--- config.mk ---
export PLATFORM = sky130hd
export DESIGN_NAME = vg_chk_sat_cnt
export DESIGN_NICKNAME = d
export VERILOG_FILES = /design/src/rtl/vg_chk_sat_cnt.sv
export SDC_FILE = /design/constraint.sdc
export NUM_CORES = 1
export LEC_CHECK = 0
export BUFFER_PORTS_ARGS = -buffer_cell sky130_fd_sc_hd__buf_2
export CORE_ASPECT_RATIO = 1.4
export CORE_MARGIN = 3
export CORE_UTILIZATION = 40
export CTS_CLUSTER_DIAMETER = 50
export CTS_CLUSTER_SIZE = 24
export DETAILED_ROUTE_END_ITERATION = 10
export SLEW_MARGIN = 30
export SYNTH_ARGS = -nofsm -noshare
export SYNTH_HDL_FRONTEND = slang
export SYNTH_SLANG_ARGS = --single-unit
--- constraint.sdc ---
create_clock -name clk -period 2.1 [get_ports clk]
set_input_delay 0.105 -clock clk [delete_from_list [all_inputs] [get_ports clk]]
set_output_delay 0.105 -clock clk [all_outputs]
set_load 0.05 [all_outputs]
--- src/rtl/vg_chk_sat_cnt.sv ---
// Saturating up-counter with synchronous clear; clear has priority over increment.
module vg_chk_sat_cnt #(
  parameter int CNT_W = 16
) (
  input  logic             clk,
  input  logic             resetn,
  input  logic             inc,
  input  logic             clr,
  output logic [CNT_W-1:0] cnt
);

  always_ff @(posedge clk or negedge resetn) begin
    if (!resetn) begin
      cnt <= '0;
    end else if (clr) begin
      cnt <= '0;
    end else if (inc && (cnt != {CNT_W{1'b1}})) begin
      cnt <= cnt + 1'b1;
    end
  end

endmodule

==> impl_metrics.tcl <==
set metrics [dict create \
    overflow 0 \
    endpoint_kind "register" \
    setup_viol 0 \
    grt_use_total_pct 17.11 \
    top_regs "cnt x16" \
    tritoncts "done" \
    wl_per_cell_um 15.27 \
    finalSetupTns_ns 0 \
    drive_gt1_share_pct 29.06 \
    max_stage_delay_ns 0.60 \
    place_ws_ns 0.2161 \
    die_area_mm2 0.002982 \
    clkLatencyLatePin_ns 0.28 \
    cts_made_buffers 3 \
    placed_area_mm2 0.001049 \
    tightest_slew_ns 0.5726 \
    place_congestion 0.8412 \
    cts_htree_levels 1 \
    die_x_um 47.02 \
    ant_nets 0 \
    maxCapViolations 0 \
    initial_utilization_pct 42.78 \
    fin_crit_sh_pct 90.66 \
    cp_cell_sequence "ha_1 -> nand4_2 -> nor4_4 -> buf_4 -> or4_2 -> a21oi_1" \
    regMostFlops "cnt" \
    top_usage_layer "met2" \
    largest_reg_flops 16 \
    fp.coreArea_mm2 0.002202 \
    drv_slew 0 \
    vias 848 \
    post-route-cell-area_mm2 0.001081 \
    yosysTopAreaCellShare_pct 42.50 \
    yosysUniqueCellTypes 28 \
    cts_sinks 16 \
    critical_path_class "register to register" \
    final_common_cell "buf_2" \
    grt_pass1_vias 845 \
    clkTransAtPathRegs_ns 0.09 \
    required_ns 2.32 \
    vdd_drop_max_uv 225.3 \
    die_h_um 63.43 \
    cp-start-kind "register" \
    ys_ff_latch 16 \
    grt_setup_unrepaired "no" \
    leakagePower_uw 0.0004922 \
    ys_seq_area_share_pct 42.50 \
    use_met1_pct 22.20 \
    relSlewSlack_pct 61.78 \
    diodes 0 \
    crit_slowest_cell "or4_2" \
    layout_common_cells "buf_2, dfrtp_1, a21oi_1, o31ai_1" \
    synth_top_area_cell "dfrtp_1" \
    syn-num-nets 103 \
    syn-cell-area_um2 942.2 \
    synth_area_leaders "dfrtp_1, a21oi_1, o31ai_1" \
    io_buffers 19 \
    rows 20 \
    grt_use_met3_pct 2.857 \
    finalWorstSetupSlack_ns 0.1962 \
    synthCells 98 \
    drt-pass1-iter-count 4 \
    period_minus_slack_ns 1.904 \
    clk_path_buf_depth 2 \
    fin_worst_skew_ns 0.007949 \
    fin_util_pct 49.09 \
    drt_iter0_markers 11 \
    hold_viol_final 0 \
    dpl.hpwl_mm 1.500 \
    nets 124 \
    grt_max_degree 23 \
    hold_path_class "primary input to register" \
    avgSynthCellArea_um2 9.614 \
    grt_pass1_wl_mm 3.843 \
    max_freq_mhz 525.3 \
    p_per_area_mw_per_mm2 478.3 \
    syn_to_final_growth_pct 14.74 \
    synth_warnings 0 \
    cp_data_arrival_time_ns 2.12 \
    cts_root_buf "clkbuf_4" \
    viasPerCell 6.101 \
    drc 0 \
    grt_use_met2_pct 26.53 \
    antenna_found_initial 0 \
    status "complete, no violations" \
    ios 20 \
    r2r_setup_slack_ns 0.20 \
    critPathMaxFanout 13 \
    routed_wl_mm 2.122 \
]
-- per-layer routing --
metal  share of wire, %  up-vias
li1                   -      419
met1                 44      412
met2                 52       15
met3                3.7        2
met4               0.80        0
met5                  0        -
-- report_power, final --
part | switching, uW | internal, uW
clock network | 92.5 | 66.5
logic | 33.0 | 10.1
registers | 3.92 | 311
total | 129 | 388
-- area by class of cell --
class                           instances  area [um^2]
Clock buffer                            3        22.52
Fill cell                             217         1121
Inverter                                3        11.26
Multi-Input combinational cell         74        504.2
Sequential cell                        16        402.9
Tap cell                               22        27.53
Timing Repair Buffer                   21        112.6
-- cells in the mapped netlist (all sizes together) --
| master | n |
|---|---|
| nand2 | 6 |
| o21ai | 4 |
| or3 | 3 |
| nor2b | 4 |
| dfrtp | 16 |
| nand3b | 1 |
| o31ai | 7 |
| a21oi | 11 |
| ha | 1 |
| inv | 3 |
| clkbuf | 4 |
| or4 | 7 |
| and3 | 2 |
| nor3 | 1 |
| mux2 | 4 |
| a211oi | 1 |
| o211ai | 1 |
| and4 | 2 |
| buf | 1 |
| nor4 | 5 |
| nand4 | 7 |
| nor2 | 4 |
| nand3 | 3 |
-- repair_timing --
action,CTS,global route
hold buffers,1,0
setup buffers,0,0
resized for setup,0,0
hold endpoints to repair,16,0
-- worst paths after layout --
kind | cells past startpoint | start | endpoint
worst min register to register | 2 | cnt[14] | cnt[14]
max in group asynchronous | 2 | resetn | cnt[1]
worst min-delay path | 3 | inc | cnt[1]
min in group asynchronous | 2 | resetn | cnt[11]
worst max register to register | 6 | cnt[0] | cnt[3]
worst max-delay path | 6 | cnt[0] | cnt[3]
-- logic make-up after synthesis --
| group | synth area share, % |
|---|---|
| muxes | 4.781 |
| AOI/OAI and AO/OA | 16.20 |
| and+or+nand+nor | 31.21 |
| DFF | 42.50 |
| buffers and inverters | 3.983 |
| adders and majority gates | 1.328 |
-- through the flow --
| step | cells | hold WS, ns | total power, uW |
|---|---|---|---|
| 6_report | 139 | 0.1045 | 517.1 |
| 3_5_place_dp | 135 | 0.04455 | 363.8 |
| 4_1_cts | 139 | 0.09320 | 527.0 |
| 2_1_floorplan | 98 | -0.1906 | 347.8 |
| 5_1_grt | 139 | 0.1254 | 550.8 |
| 3_3_place_gp | 135 | 0.03963 | 363.1 |
-- worst max-delay path, delay by kind of cell (launching register included) --
family / cells / cell delay, ns
fa+ha+maj: 1 / 0.25
buf+inv: 1 / 0.18
flops: 1 / 0.45
simple gates: 3 / 0.79
compound gates: 1 / 0.15
Power figures use the tool's default switching activity.
